[config.mk]
export PLATFORM = sky130hd
export DESIGN_NAME = regfile_wb_scoreboard
export DESIGN_NICKNAME = d
export VERILOG_FILES = /design/src/rtl/regfile_wb_scoreboard.sv
export SDC_FILE = /design/constraint.sdc
export NUM_CORES = 1
export LEC_CHECK = 0
export CORE_ASPECT_RATIO = 1.25
export CORE_MARGIN = 2
export CORE_UTILIZATION = 35
export DETAILED_ROUTE_END_ITERATION = 10
export GPL_TIMING_DRIVEN = 0
export HOLD_SLACK_MARGIN = 0.05
export PLACE_DENSITY = 0.55
export SLEW_MARGIN = 25
export SYNTH_ARGS = -nofsm -noshare
export SYNTH_HDL_FRONTEND = slang
export SYNTH_SLANG_ARGS = --single-unit
[constraint.sdc]
create_clock -name clk -period 5.3 [get_ports clk]
set_input_delay 1.06 -clock clk [delete_from_list [all_inputs] [get_ports clk]]
set_output_delay 1.06 -clock clk [all_outputs]
set_load 0.05 [all_outputs]
[src/rtl/regfile_wb_scoreboard.sv]
// 16-entry register file with a write-back scoreboard, two registered read ports with
// write-through bypass, a combinational operand-hazard stall, and a sticky one-hot error flag.
module regfile_wb_scoreboard #(
    parameter int unsigned DATA_W = 16,
    parameter int unsigned NREG   = 16
) (
    input  logic              clk,
    input  logic              rst_n,
    input  logic              wb_valid,
    input  logic [NREG-1:0]   wb_enable,
    input  logic [DATA_W-1:0] wb_data,
    input  logic              iss_valid,
    input  logic [NREG-1:0]   iss_enable,
    input  logic [3:0]        rd_addr_a,
    input  logic [3:0]        rd_addr_b,
    output logic [DATA_W-1:0] rd_data_a,
    output logic [DATA_W-1:0] rd_data_b,
    output logic [NREG-1:0]   pending,
    output logic              stall,
    output logic              onehot_err,
    input  logic              err_clr
);

    function automatic logic is_onehot(logic [NREG-1:0] v);
        return (v != '0) && ((v & (v - NREG'(1))) == '0);
    endfunction

    logic [DATA_W-1:0] regs_q [NREG];
    logic [DATA_W-1:0] rd_a_q, rd_a_d, rd_b_q, rd_b_d;
    logic [NREG-1:0]   pending_q, pending_d;
    logic              err_q, err_d;

    logic wb_ok, iss_ok, wb_bad, iss_bad;
    logic hit_a, hit_b;

    assign wb_ok   = wb_valid & is_onehot(wb_enable);
    assign iss_ok  = iss_valid & is_onehot(iss_enable);
    assign wb_bad  = wb_valid & ~is_onehot(wb_enable);
    assign iss_bad = iss_valid & ~is_onehot(iss_enable);

    // A port whose register is being written this cycle is satisfied by the bypass.
    assign hit_a = wb_ok & wb_enable[rd_addr_a];
    assign hit_b = wb_ok & wb_enable[rd_addr_b];

    assign stall = (pending_q[rd_addr_a] & ~hit_a) | (pending_q[rd_addr_b] & ~hit_b);

    always_comb begin
        pending_d = pending_q;
        if (wb_ok) begin
            pending_d = pending_d & ~wb_enable;
        end
        // Applied after the clear so a same-register issue wins.
        if (iss_ok) begin
            pending_d = pending_d | iss_enable;
        end

        err_d = err_q;
        if (err_clr) begin
            err_d = 1'b0;
        end
        if (wb_bad || iss_bad) begin
            err_d = 1'b1;
        end

        rd_a_d = hit_a ? wb_data : regs_q[rd_addr_a];
        rd_b_d = hit_b ? wb_data : regs_q[rd_addr_b];
    end

    always_ff @(posedge clk or negedge rst_n) begin
        if (!rst_n) begin
            for (int i = 0; i < int'(NREG); i++) begin
                regs_q[i] <= '0;
            end
            rd_a_q    <= '0;
            rd_b_q    <= '0;
            pending_q <= '0;
            err_q     <= 1'b0;
        end else begin
            for (int i = 0; i < int'(NREG); i++) begin
                if (wb_ok && wb_enable[i]) begin
                    regs_q[i] <= wb_data;
                end
            end
            rd_a_q    <= rd_a_d;
            rd_b_q    <= rd_b_d;
            pending_q <= pending_d;
            err_q     <= err_d;
        end
    end

    assign rd_data_a  = rd_a_q;
    assign rd_data_b  = rd_b_q;
    assign pending    = pending_q;
    assign onehot_err = err_q;

endmodule

## Yosys cells after proc, flatten, opt, wreduce, memory -nomap -nowiden

Index checks and enable logic that the tools add are counted.

| storage, ports and cells | value |
|---|---|
| latch bits | 0 |
| memories | 0 |
| RAM bits | 0 |
| logic and storage cells | 90 |
| output and inout bits | 50 |
| bits in registers | 305 |
| input port bits | 61 |
| ROM bits | 0 |

| operators by class | value |
|---|---|
| order comparisons | 4 |
| mux-type cells | 20 |
| bitwise logic cells | 20 |
| reduce and logical (&&, ||, !) cells | 24 |
| $add $sub $neg | 2 |
| multipliers | 0 |
| div/mod/pow operators | 0 |
| shift operators | 0 |
| eq/ne operators | 0 |

Operators with widths:

| operator | number |
|---|---|
| $bmux 16 s4 | 2 |
| $mux 16 | 8 |
| $and 16x16->16 | 3 |
| $logic_not 16->1 | 2 |
| $reduce_bool 16->1 | 2 |
| $sub 16x1->16 const B | 2 |
| $logic_and 1x1->1 | 18 |
| $bmux 1 s4 | 4 |
| $not 16->16 | 1 |
| $or 16x16->16 | 1 |
| $ge 5x5->1 const B | 2 |
| $lt 4x5->1 const B | 2 |
| $not 4->5 | 2 |
| $and 1x1->1 | 8 |
| $mux 1 | 6 |
| $not 1->1 | 4 |
| $reduce_bool 2->1 | 1 |
| $logic_or 1x1->1 | 1 |
| $or 1x1->1 | 1 |

## Logic depth before layout (Yosys ltp)

| logic depth | value |
|---|---|
| depth after elaboration | 9 |
| gate-level depth with buffers | 10 |

## Least setup slack after synthesis

No wires, ideal clock.

| timing | value |
|---|---|
| kind | input to output |
| start point | input wb_enable[2] |
| end point | output stall |
| buffers on the path | 3 |
| path slack | 0.843 ns |
| data arrival time | 3.397 ns |
| stages on the path | 8 |
| path through | or4_1 > buf_2 > nor3_1 > and3_1 > nor4_2 > buf_6 > buf_12 > o221ai_1 |

| on the way | value |
|---|---|
| longest elaborated chain between the ends | 9 |
| elaborated cells between the ends (all ways) | 17 |
| those cells by class | 1 x add/sub; 4 x mux; 9 x bitwise; 3 x reduce/logical |

RTL lines:

| element | RTL line | source |
|---|---|---|
| from (decl) | 10 | `input logic [NREG-1:0] wb_enable,` |
| $sub 16x1->16 | 25 | `return (v != '0) && ((v & (v - NREG'(1))) == '0);` |
| $and 16x16->16 | 25 |  |
| $logic_not 16->1 | 25 |  |
| $logic_and 1x1->1 | 25 |  |
| $and 1x1->1 | 36 | `assign wb_ok = wb_valid & is_onehot(wb_enable);` |
| $and 1x1->1 (on tied branches) | 42, 43 |  |
| $not 1->1 | 45 | `assign stall = (pending_q[rd_addr_a] & ~hit_a) \| (pending_q[rd_addr_b] & ~hit_b);` |
| $and 1x1->1 | 45 |  |
| $or 1x1->1 (*) | 45 |  |
| to (decl) | 19 | `output logic stall,` |

Every way passes the cells marked *; elsewhere a longest branch is shown, timed or not. The select of a mux whose other input is x is not followed.

## Worst setup path after layout

Ends and elaborated chain as after synthesis.

==> results.md <==
* Initial DRC Count at 479
* Die Height at 247 um
* Slew margin rel. at 0.228
* Worst slew pin tran at 1.16 ns
* Max-cap violation count at 0
* Simple-gate portion of the synthesized area at 0.0291
* Nets at 1158
* WL per Instance at 28.3 um
* Congestion Overflow GR at 0
* Critical Path RT at 4.24 ns
* Synth Register Bits at 305
* Worst Path Buf+Inv at 5
* CP Class: input pin to output pin
* CP Capture Point: stall
* Status: completed
* Average vias per placed instance at 5.64
* Num Clock Sinks at 305
* Final instance area at 0.0196 mm2
* CTS buffer count at 36
* Synth Net Count at 1014
* Power Total at 5.32 mW
* Postcts setup bufs at 0
* CTS tree: built
* Clock Power Share at 0.493
* Endpoints failing hold at 0
* CP max stage cell: or4_1
* Worst-path maximum fanout at 10
* Register share of total power at 0.439
* Ys Warns at 0
* Lkg Pwr at 8.90 nW
* Placeable Area at 0.0464 mm2
* Multi-input gate area at 0.00841 mm2
* Post-route ant nets at 0
* Setup ws final at 0.274 ns
* CP top delay family: buffers and inverters
* Fillers at 4210
* H-tree depth at 2
* Final RePlAce weighted congestion at 0.811
* Row cnt at 88
* RSZ-0062 raised after global routing: no
* Endpoints failing setup at 0
* I/O pin cnt at 111
* Number of diodes at 0
* Clock transition at path regs at 0.06 ns
* Worst Hold Class: input pin to asynchronous set/reset pin
* Finished Layout Cells at 1752
* Via Count at 9887
* Critical path startpoint: wb_enable[2]
* Clk buf depth at 3
* Endpoint class of the critical path: output pin
* Yosys cell types at 47
* Critical Path AT at 3.97 ns
* Initial antenna violation count at 0
* Max frequency at 0.199 GHz
* Dpl hpwl at 33.3 mm
* Largest net degree at the start of global routing at 87
* Final Skew at 0.0117 ns
* Netlist Area Pre-Place at 0.0165 mm2
* Worst R2R End: rd_data_a[10]
* Largest family of logic cells by synthesized area: multiplexers
* Dpl cells at 1689
* R2R depth at 3
* Seq/Total Area, Yosys at 0.463
* Flop2flop setup slack at 3.48 ns
* Worst r2r src: regs_q[10]
* Asr flop ratio synth at 1.00
* Post-synth EDFFs at 0
* Final Critical Period at 5.03 ns
* Layout area overhead at 19.2%
* Post-Syn Instances at 953
* Post-synth top flop: dfrtp_1
* Root Buffer: clkbuf_16
* PD cells at 271 mW/mm2
* Setup WS pre-CTS at -0.444 ns
* Worst-path cell chain: clkdlybuf4s50_1, or4_1, buf_2, o41ai_1, nor3_1, nor4_2, buf_6, buf_12, o221ai_1, clkbuf_2
* Seq. cell area at 0.00763 mm2
* Switching Fraction at 0.241
* Placed cell area at 0.0184 mm2
* Final worst-path cycle share at 0.948
* Peak supply drop at 0.285 mV
* Comb pwr share at 0.069
* Die X at 198 um
* First-pass GRT wire length at 73.6 mm
* Synth Area in XOR/XNOR at 0.00106
* Count of hold-fix buffers inserted at cts at 0
* Post-synthesis adder-cell area fraction at 0.000607
* Residual DRC at 0
* Max incr delay on CP at 0.56 ns
* First-pass iteration count of the detailed router at 4
* CP Depth at 10
* Post-synthesis mux area share at 0.462
* Synth Area in Compound Gates at 0.0179
* Syn_area_per_cell at 17.3 um2
* Share of cells above drive strength 1 at 0.532
* Worst skew pair latency at 0.55 ns
* Final wirelength at 49.6 mm
* Starting Density at 0.355
* Slew Viols, Final at 0
* All-Layer GR Usage at 0.212
* Net Sw Power at 1.28 mW
* Internal at 4.04 mW
* Vias in the first global route at 10700
* Critical path launch point type: input pin
* I/O Buffers at 103
* Die area at 0.0488 mm2
how the worst min path moves through the flow:
stage	cells past startpoint	slack (ns)	endpoint
after CTS	1	0.47	regs_q[41]
after floorplan	1	0.49	regs_q[144]
after global routing	1	0.48	regs_q[41]
after detailed placement	1	0.51	regs_q[23]
final	1	0.47	regs_q[41]
after global placement	1	0.50	regs_q[147]
logic make-up after synthesis:
| family | Yosys count |
|---|---|
| mux | 469 |
| flops | 305 |
| buf+inv | 82 |
| simple gates | 57 |
| compound gates | 37 |
| xor+xnor | 2 |
| fa+ha+maj | 1 |
stage by stage:
| step | hold slack [ns] | setup TNS [ns] | util |
|---|---|---|---|
| 3_5_place_dp | 0.510 | -0.444 | 0.397 |
| 4_1_cts | 0.469 | 0 | 0.424 |
| 3_3_place_gp | 0.499 | -3250.45 | 0.395 |
| 2_1_floorplan | 0.491 | 0 | - |
| 5_1_grt | 0.485 | 0 | 0.424 |
| 6_report | 0.465 | 0 | 0.424 |
sequential cells by signal (all words and copies together) (netlist names):
signal and count:
pending 16, rd_data_b 16, rd_data_a 16, onehot_err 1, regs_q 256
power by group through the flow:
stage	clock network (mW)	registers [mW]	logic [mW]
after floorplan	0	2.38	0.156
after global placement	0	2.38	0.362
after detailed placement	0	2.38	0.374
after CTS	2.68	2.33	0.374
after global routing	2.79	2.33	0.395
final	2.62	2.33	0.366
repair_timing:
item	CTS	global route
hold endpoints to repair	0	0
setup endpoints to repair	1	1
gates resized for setup	2	2
cell usage after synthesis (all sizes together), types with 3 or more instances:
master	number	area (um2)
o211ai	3	22.5
mux4	180	4050
a22o	16	140
mux2	288	3550
buf	46	297
nor4	4	31.3
o21ai	6	30.0
dfrtp	305	7630
nor3	6	30.0
or3	5	31.3
clkbuf	35	131
nor2	5	18.8
or4	7	52.6
nand2	18	231
or2	3	18.8
cells in the final DEF (no fill, tap or decap), drive strengths merged, types with 5 or more instances in the layout:
cell type	Yosys	routed
nor3	6	6
dfrtp	305	305
mux2	288	288
or4	7	7
or3	5	5
clkbuf	35	85
o21ai	6	6
mux4	180	180
nor2	5	5
nand2	18	18
buf	46	50
a22o	16	16
clkdlybuf4s50	0	101
area by class of cell:
class,instances,share of cell area
plain buffers,81,0.0229
clock buffers,49,0.0530
clock inverters,14,0.00981
inverters,1,0.000191
multi-input cells,566,0.428
flip-flops and latches,305,0.389
well taps,630,0.0401
repair buffers,106,0.0567
per-layer routing:
metal,up-vias,global-route usage,wire [um]
met5,-,0,0
met4,0,0.0871,2150
met3,118,0.0387,2100
met2,278,0.367,25600
met1,5398,0.261,19800
li1,4093,-,-
Note: power is estimated with default switching activity, not from simulation.
